--- config.mk ---
export PLATFORM = sky130hd
export DESIGN_NAME = ase_tx_scheduler_flat
export DESIGN_NICKNAME = d
export VERILOG_FILES = /design/src/rtl/ase_pkg.sv /design/src/rtl/ase_tx_scheduler_if.sv /design/src/rtl/ase_rr_picker.sv /design/src/rtl/ase_tx_scheduler.sv /design/src/flat_wrapper.sv
export SDC_FILE = /design/constraint.sdc
export NUM_CORES = 1
export LEC_CHECK = 0
export ABC_AREA = 1
export CAP_MARGIN = 10
export CORE_MARGIN = 5
export CORE_UTILIZATION = 52
export CTS_BUF_LIST = sky130_fd_sc_hd__clkbuf_16
export DETAILED_ROUTE_END_ITERATION = 10
export HOLD_SLACK_MARGIN = 0.08
export PLACE_DENSITY = 0.88
export SETUP_SLACK_MARGIN = 0.05
export SYNTH_ARGS = -nofsm -noshare
export SYNTH_HDL_FRONTEND = slang
export SYNTH_SLANG_ARGS = --single-unit
--- constraint.sdc ---
create_clock -name clk -period 15.5 [get_ports clk]
set_input_delay 1.55 -clock clk [delete_from_list [all_inputs] [get_ports clk]]
set_output_delay 1.55 -clock clk [all_outputs]
set_load 0.02 [all_outputs]
--- src/rtl/ase_pkg.sv ---
// Shared ASE TX channel types: request header layout, request types and scheduler states.
package ase_pkg;

  typedef enum logic [3:0] {
    ASE_WRLINE_I = 4'h0,
    ASE_WRLINE_M = 4'h1,
    ASE_WRPUSH_I = 4'h2,
    ASE_WRFENCE  = 4'h4,
    ASE_RDLINE_S = 4'h8,
    ASE_RDLINE_I = 4'h9
  } ase_reqtype_t;

  typedef struct packed {
    logic [5:0]   rsvd;
    logic [1:0]   vc_sel;
    logic [1:0]   cl_len;
    ase_reqtype_t reqtype;
    logic [41:0]  addr;
    logic [15:0]  mdata;
  } TxHdr_t;

  localparam int unsigned CCIP_TX_HDR_WIDTH = $bits(TxHdr_t);

  typedef enum logic {
    SCH_ARB,
    SCH_DRAIN
  } sched_state_t;

  function automatic logic is_wrfence(TxHdr_t hdr);
    return hdr.reqtype == ASE_WRFENCE;
  endfunction

endpackage

--- src/rtl/ase_tx_scheduler_if.sv ---
// Request/response bundle between AFU-side requesters, the TX scheduler and the TX channel.
interface ase_tx_scheduler_if #(
  parameter int unsigned NUM_REQ         = 4,
  parameter int unsigned TID_WIDTH       = 32,
  parameter int unsigned MAX_OUTSTANDING = 64
);
  import ase_pkg::*;

  localparam int unsigned CNT_W = $clog2(MAX_OUTSTANDING + 1);

  logic [NUM_REQ-1:0]   req_valid;
  TxHdr_t [NUM_REQ-1:0] req_hdr;
  logic [NUM_REQ-1:0]   req_ready;
  logic                 out_valid;
  TxHdr_t               out_hdr;
  logic [TID_WIDTH-1:0] out_tid;
  logic                 out_ready;
  logic                 rsp_valid;
  logic [CNT_W-1:0]     outstanding;
  logic                 fence_active;
  logic                 err_underflow;

  modport master (
    output req_valid, req_hdr, out_ready, rsp_valid,
    input  req_ready, out_valid, out_hdr, out_tid, outstanding, fence_active, err_underflow
  );

  modport slave (
    input  req_valid, req_hdr, out_ready, rsp_valid,
    output req_ready, out_valid, out_hdr, out_tid, outstanding, fence_active, err_underflow
  );

endinterface

--- src/rtl/ase_rr_picker.sv ---
// Round-robin picker: first valid requester at or after rr_ptr, wrapping modulo NUM_REQ.
module ase_rr_picker #(
  parameter int unsigned NUM_REQ = 4,
  parameter int unsigned IDX_W   = $clog2(NUM_REQ)
) (
  input  logic [NUM_REQ-1:0] valid_i,
  input  logic [IDX_W-1:0]   rr_ptr_i,
  output logic [NUM_REQ-1:0] grant_o,
  output logic [IDX_W-1:0]   idx_o,
  output logic               any_o
);

  logic [IDX_W-1:0] cand;
  logic             found;

  always_comb begin
    grant_o = '0;
    idx_o   = '0;
    cand    = '0;
    found   = 1'b0;
    // NUM_REQ is a power of two, so the index adder wraps naturally.
    for (int unsigned i = 0; i < NUM_REQ; i++) begin
      cand = rr_ptr_i + IDX_W'(i);
      if (!found && valid_i[cand]) begin
        found = 1'b1;
        idx_o = cand;
      end
    end
    if (found) grant_o[idx_o] = 1'b1;
    any_o = found;
  end

endmodule

--- src/rtl/ase_tx_scheduler.sv ---
// Round-robin TX request scheduler with tid stamping, credit limit and WrFence drain.
module ase_tx_scheduler
  import ase_pkg::*;
#(
  parameter int unsigned NUM_REQ         = 4,
  parameter int unsigned TID_WIDTH       = 32,
  parameter int unsigned MAX_OUTSTANDING = 64
) (
  input logic               clk,
  input logic               rst,
  ase_tx_scheduler_if.slave bus
);

  localparam int unsigned IDX_W = $clog2(NUM_REQ);
  localparam int unsigned CNT_W = $clog2(MAX_OUTSTANDING + 1);
  localparam int unsigned SEQ_W = TID_WIDTH - IDX_W;
  localparam logic [CNT_W-1:0] MaxCnt = CNT_W'(MAX_OUTSTANDING);

  sched_state_t         state_q, state_d;
  logic [IDX_W-1:0]     rr_ptr_q;
  logic [SEQ_W-1:0]     seq_q [NUM_REQ];
  logic [CNT_W-1:0]     cnt_q, cnt_d;
  logic                 err_q, underflow;
  logic                 out_valid_q;
  TxHdr_t               out_hdr_q;
  logic [TID_WIDTH-1:0] out_tid_q;

  logic [NUM_REQ-1:0]   pick_grant;
  logic [IDX_W-1:0]     pick_idx;
  logic                 pick_any;
  logic                 load_ok, grant_en, grant_fence;

  ase_rr_picker #(
    .NUM_REQ (NUM_REQ),
    .IDX_W   (IDX_W)
  ) u_picker (
    .valid_i  (bus.req_valid),
    .rr_ptr_i (rr_ptr_q),
    .grant_o  (pick_grant),
    .idx_o    (pick_idx),
    .any_o    (pick_any)
  );

  assign load_ok = !out_valid_q || bus.out_ready;
  // Gated by rst so no requester sees an accept while reset is held.
  assign grant_en = !rst && (state_q == SCH_ARB) && load_ok && (cnt_q < MaxCnt) && pick_any;
  assign grant_fence = grant_en && is_wrfence(bus.req_hdr[pick_idx]);

  always_comb begin
    cnt_d     = cnt_q;
    underflow = 1'b0;
    case ({grant_en, bus.rsp_valid})
      2'b10: cnt_d = cnt_q + CNT_W'(1);
      2'b01: begin
        if (cnt_q == '0) underflow = 1'b1;
        else             cnt_d = cnt_q - CNT_W'(1);
      end
      default: cnt_d = cnt_q;
    endcase
  end

  always_comb begin
    state_d = state_q;
    case (state_q)
      SCH_ARB:   if (grant_fence) state_d = SCH_DRAIN;
      SCH_DRAIN: if (cnt_q == '0 && !out_valid_q) state_d = SCH_ARB;
      default:   state_d = SCH_ARB;
    endcase
  end

  always_ff @(posedge clk or posedge rst) begin
    if (rst) begin
      state_q  <= SCH_ARB;
      cnt_q    <= '0;
      err_q    <= 1'b0;
      rr_ptr_q <= '0;
    end else begin
      state_q <= state_d;
      cnt_q   <= cnt_d;
      if (underflow) err_q <= 1'b1;
      if (grant_en) rr_ptr_q <= pick_idx + IDX_W'(1);
    end
  end

  always_ff @(posedge clk or posedge rst) begin
    if (rst) begin
      for (int unsigned i = 0; i < NUM_REQ; i++) seq_q[i] <= '0;
    end else if (grant_en) begin
      seq_q[pick_idx] <= seq_q[pick_idx] + SEQ_W'(1);
    end
  end

  // Output register holds its contents whenever nothing new is granted.
  always_ff @(posedge clk or posedge rst) begin
    if (rst) begin
      out_valid_q <= 1'b0;
      out_hdr_q   <= '0;
      out_tid_q   <= '0;
    end else if (grant_en) begin
      out_valid_q <= 1'b1;
      out_hdr_q   <= bus.req_hdr[pick_idx];
      out_tid_q   <= {seq_q[pick_idx], pick_idx};
    end else if (bus.out_ready) begin
      out_valid_q <= 1'b0;
    end
  end

  assign bus.req_ready     = grant_en ? pick_grant : '0;
  assign bus.out_valid     = out_valid_q;
  assign bus.out_hdr       = out_hdr_q;
  assign bus.out_tid       = out_tid_q;
  assign bus.outstanding   = cnt_q;
  assign bus.fence_active  = (state_q == SCH_DRAIN);
  assign bus.err_underflow = err_q;

endmodule

--- src/flat_wrapper.sv ---
// flat-port wrapper written by rule: the top's interface ports become plain ports
module ase_tx_scheduler_flat import ase_pkg::*;
#(
  parameter int unsigned NUM_REQ         = 4,
  parameter int unsigned TID_WIDTH       = 32,
  parameter int unsigned MAX_OUTSTANDING = 64
)
  (clk, rst, bus_req_valid, bus_req_hdr, bus_out_ready, bus_rsp_valid, bus_req_ready, bus_out_valid, bus_out_hdr, bus_out_tid, bus_outstanding, bus_fence_active, bus_err_underflow);
  ase_tx_scheduler_if #(.NUM_REQ(NUM_REQ), .TID_WIDTH(TID_WIDTH), .MAX_OUTSTANDING(MAX_OUTSTANDING)) bus_i ();
  input logic clk;
  input logic rst;
  input wire logic [$bits(bus_i.req_valid)-1:0] bus_req_valid;
  input wire logic [$bits(bus_i.req_hdr)-1:0] bus_req_hdr;
  input wire logic [$bits(bus_i.out_ready)-1:0] bus_out_ready;
  input wire logic [$bits(bus_i.rsp_valid)-1:0] bus_rsp_valid;
  output wire logic [$bits(bus_i.req_ready)-1:0] bus_req_ready;
  output wire logic [$bits(bus_i.out_valid)-1:0] bus_out_valid;
  output wire logic [$bits(bus_i.out_hdr)-1:0] bus_out_hdr;
  output wire logic [$bits(bus_i.out_tid)-1:0] bus_out_tid;
  output wire logic [$bits(bus_i.outstanding)-1:0] bus_outstanding;
  output wire logic [$bits(bus_i.fence_active)-1:0] bus_fence_active;
  output wire logic [$bits(bus_i.err_underflow)-1:0] bus_err_underflow;
  assign bus_i.req_valid = bus_req_valid;
  assign bus_i.req_hdr = bus_req_hdr;
  assign bus_i.out_ready = bus_out_ready;
  assign bus_i.rsp_valid = bus_rsp_valid;
  assign bus_req_ready = bus_i.req_ready;
  assign bus_out_valid = bus_i.out_valid;
  assign bus_out_hdr = bus_i.out_hdr;
  assign bus_out_tid = bus_i.out_tid;
  assign bus_outstanding = bus_i.outstanding;
  assign bus_fence_active = bus_i.fence_active;
  assign bus_err_underflow = bus_i.err_underflow;
  ase_tx_scheduler #(.NUM_REQ(NUM_REQ), .TID_WIDTH(TID_WIDTH), .MAX_OUTSTANDING(MAX_OUTSTANDING)) u_core (.clk(clk), .rst(rst), .bus(bus_i));
endmodule
* Word-level counts from Yosys, hierarchy flattened
Cells that the tools add are included.
Operators by class: add/sub/neg operators 7, multipliers 0, div/mod/pow operators 0, $lt $le $gt $ge 9, eq/ne operators 4, shift-type cells 0, muxes and demuxes 37, bitwise operators 2, reduce and logical (&&, ||, !) cells 21
Operator list (number):
- $bmux 72 s2 | 1
- $bwmux 120 | 1
- $mux 30 | 3
- $mux 72 | 1
- $bmux 30 s2 | 1
- $demux 30 s2 | 1
- $add 30x1->30 const B | 1
- $lt 2x3->1 const B | 5
- $mux 1 | 15
- $pmux 7 s2 | 1
- $logic_and 1x1->1 | 11
- $bmux 1 s2 | 4
- $mux 2 | 4
- $mux 4 | 2
- $add 7x1->7 const B | 1
- $logic_not 7->1 | 1
- $lt 7x7->1 const B | 1
- $mux 7 | 1
- $sub 7x1->7 const B | 1
- $logic_not 1->1 | 5
- $add 2x1->2 const B | 2
- $add 2x2->2 const B | 2
- $eq 4x3->1 const B | 1
- $reduce_bool 2->1 | 2
- other kinds (12) | 12
Word-level totals: flip-flop bits (word level) 236, bits in latches 0, memory bits (writable) 0, bits in read-only memories 0, bits of input ports 296, word-level logic and storage cells 96, memories 0

* Depth between registers and ports, before layout
depth in word-level cells 18, mapped depth 24, depth with buffers taken out 21

* By module
From an unflattened synthesis, not the netlist that was laid out.
Unflattened totals: cells, all modules 2071, area, all modules 13812.0 um2
By module, submodules not included:
- ase_tx_scheduler | instances 1, cells each 2004, area an instance 13480.4 um2, sequential area each 5905.7 um2
- ase_rr_picker | instances 1, cells each 67, area an instance 331.6 um2, sequential area each 0.0 um2

* Least setup slack after synthesis
Ideal clock, no wire load.
path kind input -> output, start input port bus_req_valid[3], end output port bus_req_ready[0], data arrival time 3.668 ns, data required time 13.950 ns, setup slack 10.282 ns, cell stages on the path 16, path buffers 6, cell sequence inv_1 nand2_1 nand3_1 nand2_2 nor2_4 nand3_4 nand3_4 buf_4 buf_4 buf_2 buf_4 buf_2 ha_1 nand2_1 inv_1 buf_2
On the way: word-level cells in the longest chain between the ends 18, elaborated cells on any way between the ends 30, classes of those cells order compare (2); mux (20); reduce/logical (8)
Ends and longest elaborated chain:
- from (decl) | line flat_wrapper.sv:12 | input wire logic [$bits(bus_i.req_valid)-1:0] bus_req_valid;
- $bmux 1 s2 | line ase_rr_picker.sv:24 | if (!found && valid_i[cand]) begin
- $mux 1 (not written as such) | line ase_rr_picker.sv:24
- $mux 1 | line ase_rr_picker.sv:24
- $logic_not 1->1 | line ase_rr_picker.sv:24
- $logic_and 1x1->1 | line ase_rr_picker.sv:24
- $mux 1 | line ase_rr_picker.sv:24
- $logic_not 1->1 | line ase_rr_picker.sv:24
- $logic_and 1x1->1 | line ase_rr_picker.sv:24
- [2 not listed]
- $logic_and 1x1->1 | line ase_rr_picker.sv:24
- $mux 2 | line ase_rr_picker.sv:24
- $lt 2x3->1 (not written as such) / $ge 2x1->1 (equally long branches) | line ase_rr_picker.sv:29 | if (found) grant_o[idx_o] = 1'b1;
- $logic_and 1x1->1 (not written as such) | line ase_rr_picker.sv:29
- $mux 1 (not written as such) | line ase_rr_picker.sv:29
- $demux 1 s2 | line ase_rr_picker.sv:29
- $mux 4 | line ase_rr_picker.sv:29
- $mux 4 (*) | line ase_tx_scheduler.sv:108 | assign bus.req_ready = grant_en ? pick_grant : '0;
- to (decl) | line flat_wrapper.sv:16 | output wire logic [$bits(bus_i.req_ready)-1:0] bus_req_ready;
Every way passes the cells marked *; elsewhere a longest branch is shown, timed or not. The select of a mux whose other input is x is not followed.

* Final worst setup path
start input port bus_req_valid[3], end output port bus_req_ready[1]
The elaborated chain is that of the path after synthesis.

==> results.sh <==
export IMPL_first_iter_violations=1937
export IMPL_grt_start_max_net_pins=131
export IMPL_drc_errors=0
export IMPL_dp_cells=2609
export IMPL_routedWlPerCell_um=20.7
export IMPL_fin_setup_tns_ns=0
export IMPL_path_class="in -> out"
export IMPL_cts_buffers=26
export IMPL_yosysSeqAreaShare_pct=41.6
export IMPL_numPortBuffers=413
export IMPL_cap_viol_max_count=0
export IMPL_hp_class="reg -> reg"
export IMPL_crit_chain="clkdlybuf4s50_1 > inv_1 > nand2_1 > nand3_1 > nand2_2 > nor2_4 > nand3_4 > nand3_4 > buf_4 > clkinv_2 > ha_1 > nand2_1 > inv_1 > clkdlybuf4s50_1"
export IMPL_die_area_um2=30700
export IMPL_drive_above_1_share_pct=6.13
export IMPL_slew_viol_final=0
export IMPL_wirelength_um=55200
export IMPL_initial_core_util_pct=52.7
export IMPL_fmax_ghz=0.113
export IMPL_layout_common_cells="nand2_1 (661), clkdlybuf4s50_1 (413), dfrtp_1 (236)"
export IMPL_cts_clk_slew_worst_paths_ns=0.06
export IMPL_start_kind="primary input"
export IMPL_grt_overflow=0
export IMPL_maxUsedRoutingLayer="met5"
export IMPL_cts_hold_buffers_added=0
export IMPL_critPathMaxFanout=90
export IMPL_whs_ns=0.477
export IMPL_core_area_um2=27000
export IMPL_p_total_mw=5.40
export IMPL_grt_pass1_vias=14400
export IMPL_crit_path_end_kind="primary output"
export IMPL_period_needed_ns=8.87
export IMPL_synthesis_area_um2=14200
export IMPL_dieHeight_um=175
export IMPL_synth_flop_cell="dfrtp_1"
export IMPL_p_leak_nw=8.91
export IMPL_ys_warn_count=0
export IMPL_power_density_nw_per_um2=281
export IMPL_worstMarginPinSlew_ns=1.08
export IMPL_synth_enable_flop_cells=0
export IMPL_num_vias=15300
export IMPL_wl_met3_um=5320
export IMPL_final_common_cell="nand2_1"
export IMPL_cts_resized=0
export IMPL_worst_ep_required_time_ns=13.95
export IMPL_ant_nets=0
export IMPL_syn_nets=2269
export IMPL_synthDistinctLibCells=42
export IMPL_hold_violations=0
export IMPL_firstDrtPassIters=6
export IMPL_wl_met1_um=21200
export IMPL_nNetsFinal=2597
export IMPL_hpwlAfterDp_um=39000
export IMPL_async_reset_ff_share_pct=100
export IMPL_cp_slowest_cell="buf_4"
export IMPL_grt_pass1_wl_um=83500
export IMPL_die_w_um=175
export IMPL_cts_tree="yes"
export IMPL_root_buffer="clkbuf_16"
export IMPL_antenna_found_initial=20
export IMPL_gp_congestion=0.980
export IMPL_slew_headroom_pct=27.7
export IMPL_instances_no_fill=2670
export IMPL_htree_levels=1
export IMPL_cp_arrival_ns=7.32
export IMPL_io_pin_count=414
export IMPL_synth_area_per_cell_um2=7.22
export IMPL_grtUsageTotal_pct=34.2
export IMPL_clk_path_buf_depth=3
export IMPL_skew_ns=0.0209
export IMPL_critPathMaxStageDelay_ns=0.86
export IMPL_clk_latency_ns=0.54
export IMPL_cts_sinks=236
export IMPL_syn_to_final_growth_pct=35.3
export IMPL_fillers=2155
export IMPL_cts_setup_buffers=0
export IMPL_finalCritPeriodShare_pct=57.2
export IMPL_status="complete, no violations"
export IMPL_fp_row_count=60
export IMPL_netlist_instances=1968
export IMPL_via_per_inst=5.72
export IMPL_vdd_drop_max_mv=0.205
export IMPL_rsz0062_at_grt="false"
export IMPL_dr_wl_met2_um=26300
export IMPL_setup_violations=0
export IMPL_synth_seq_cells=236
==> state kept, by name, summed over array words and instances (netlist names) <==
name	cells
u_core.rr_ptr_q	2
u_core.bus.out_valid	1
u_core.bus.fence_active	1
u_core.bus.outstanding	7
u_core.bus.err_underflow	1
u_core.bus.out_tid	32
u_core.bus.out_hdr	72
u_core.seq_q	120
==> final cells by class <==
| type | count | area, um2 | share of cell area [%] |
|---|---|---|---|
| multi-input cells | 1437 | 7080 | 36.8 |
| clock buffers | 27 | 676 | 3.51 |
| repair buffers | 428 | 4250 | 22.1 |
| well taps | 341 | 427 | 2.22 |
| clock inverters | 20 | 225 | 1.17 |
| inverters | 167 | 644 | 3.35 |
| diodes | 14 | 35.0 | 0.182 |
| flip-flops and latches | 236 | 5910 | 30.7 |
==> metrics by stage <==
stage	util (%)	worst slack [ns]	cell area [um2]
6_report	71.4	6.63	19200
5_1_grt	71.4	6.40	19200
4_1_cts	71.2	6.82	19200
3_5_place_dp	67.9	6.83	18300
3_3_place_gp	67.9	6.84	18300
2_1_floorplan	-	7.48	14200
==> Yosys cell counts, types with 2 or more instances <==
cell type,count,area (um2)
nand2_1,661,2480
dfrtp_1,236,5910
nor2_1,169,634
inv_1,161,604
o21ai_0,145,726
nand3_1,102,510
nand4_1,68,425
clkbuf_1,67,251
a31oi_1,42,263
o21bai_1,39,293
buf_2,38,190
o211ai_1,32,240
mux2i_1,30,300
or2_2,30,188
o311ai_0,29,254
nor2_2,15,93.8
o21ai_1,13,65.1
nand2_2,12,75.1
buf_4,10,75.1
buf_1,8,30.0
xor2_2,6,97.6
a21oi_1,5,25.0
a32oi_1,5,43.8
buf_6,5,56.3
ha_1,5,62.6
inv_2,4,15.0
nand2_4,4,45.0
nor2_4,4,45.0
nor4_1,3,18.8
o22ai_1,3,18.8
xor2_1,3,26.3
nand3_2,2,20.0
nand3_4,2,35.0
nand3b_1,2,15.0
==> path summary, 6_finish.rpt <==
kind,from,endpoint,slack (ns),cells after the start
hold / removal,u_core.bus.out_hdr[60]$_DFFE_PP0P_,u_core.bus.out_hdr[60]$_DFFE_PP0P_,0.48,2
hold reg to reg,u_core.bus.out_hdr[60]$_DFFE_PP0P_,u_core.bus.out_hdr[60]$_DFFE_PP0P_,0.48,2
min in group asynchronous,rst,u_core.rr_ptr_q[1]$_DFFE_PP0P_,1.68,2
max in group asynchronous,rst,u_core.bus.out_hdr[24]$_DFFE_PP0P_,12.47,3
setup / recovery,bus_req_valid[3],bus_req_ready[1],6.63,14
setup reg to reg,u_core.rr_ptr_q[0]$_DFFE_PP0P_,u_core.seq_q[14]$_DFFE_PP0P_,9.55,17
==> critical path, delay by kind of cell <==
| family | cells | cell delay, ns |
|---|---|---|
| adders and majority gates | 1 | 0.45 |
| buffers and inverters | 6 | 3.29 |
| and+or+nand+nor | 7 | 1.90 |
==> logic make-up (layout without fill, tap and decap cells) <==
logic type / count (synthesis) / in the layout / synth area share (%)
simple gates: 1075 / 1075 / 32.4
compound gates: 317 / 317 / 13.8
buf+inv: 295 / 642 / 8.71
flops: 236 / 236 / 41.6
mux: 30 / 30 / 2.11
xor+xnor: 10 / 10 / 0.933
fa+ha+maj: 5 / 5 / 0.440
other cells: 0 / 14 / 0
==> routing by layer <==
| metal | vias to the layer above | global-route usage, % |
|---|---|---|
| met3 | 148 | 7.62 |
| met4 | 10 | 13.3 |
| met2 | 844 | 55.8 |
| met1 | 7169 | 44.7 |
| li1 | 7095 | - |
| met5 | - | 0 |
==> power breakdown <==
group	internal, mW	leakage (nW)	switching, mW	total [mW]
clock network	0.398	0.450	0.264	0.662
registers	0.884	2.98	0.172	1.06
logic	1.19	5.48	2.49	3.68
total	2.47	8.91	2.92	5.40
Power figures use the tool's default switching activity.
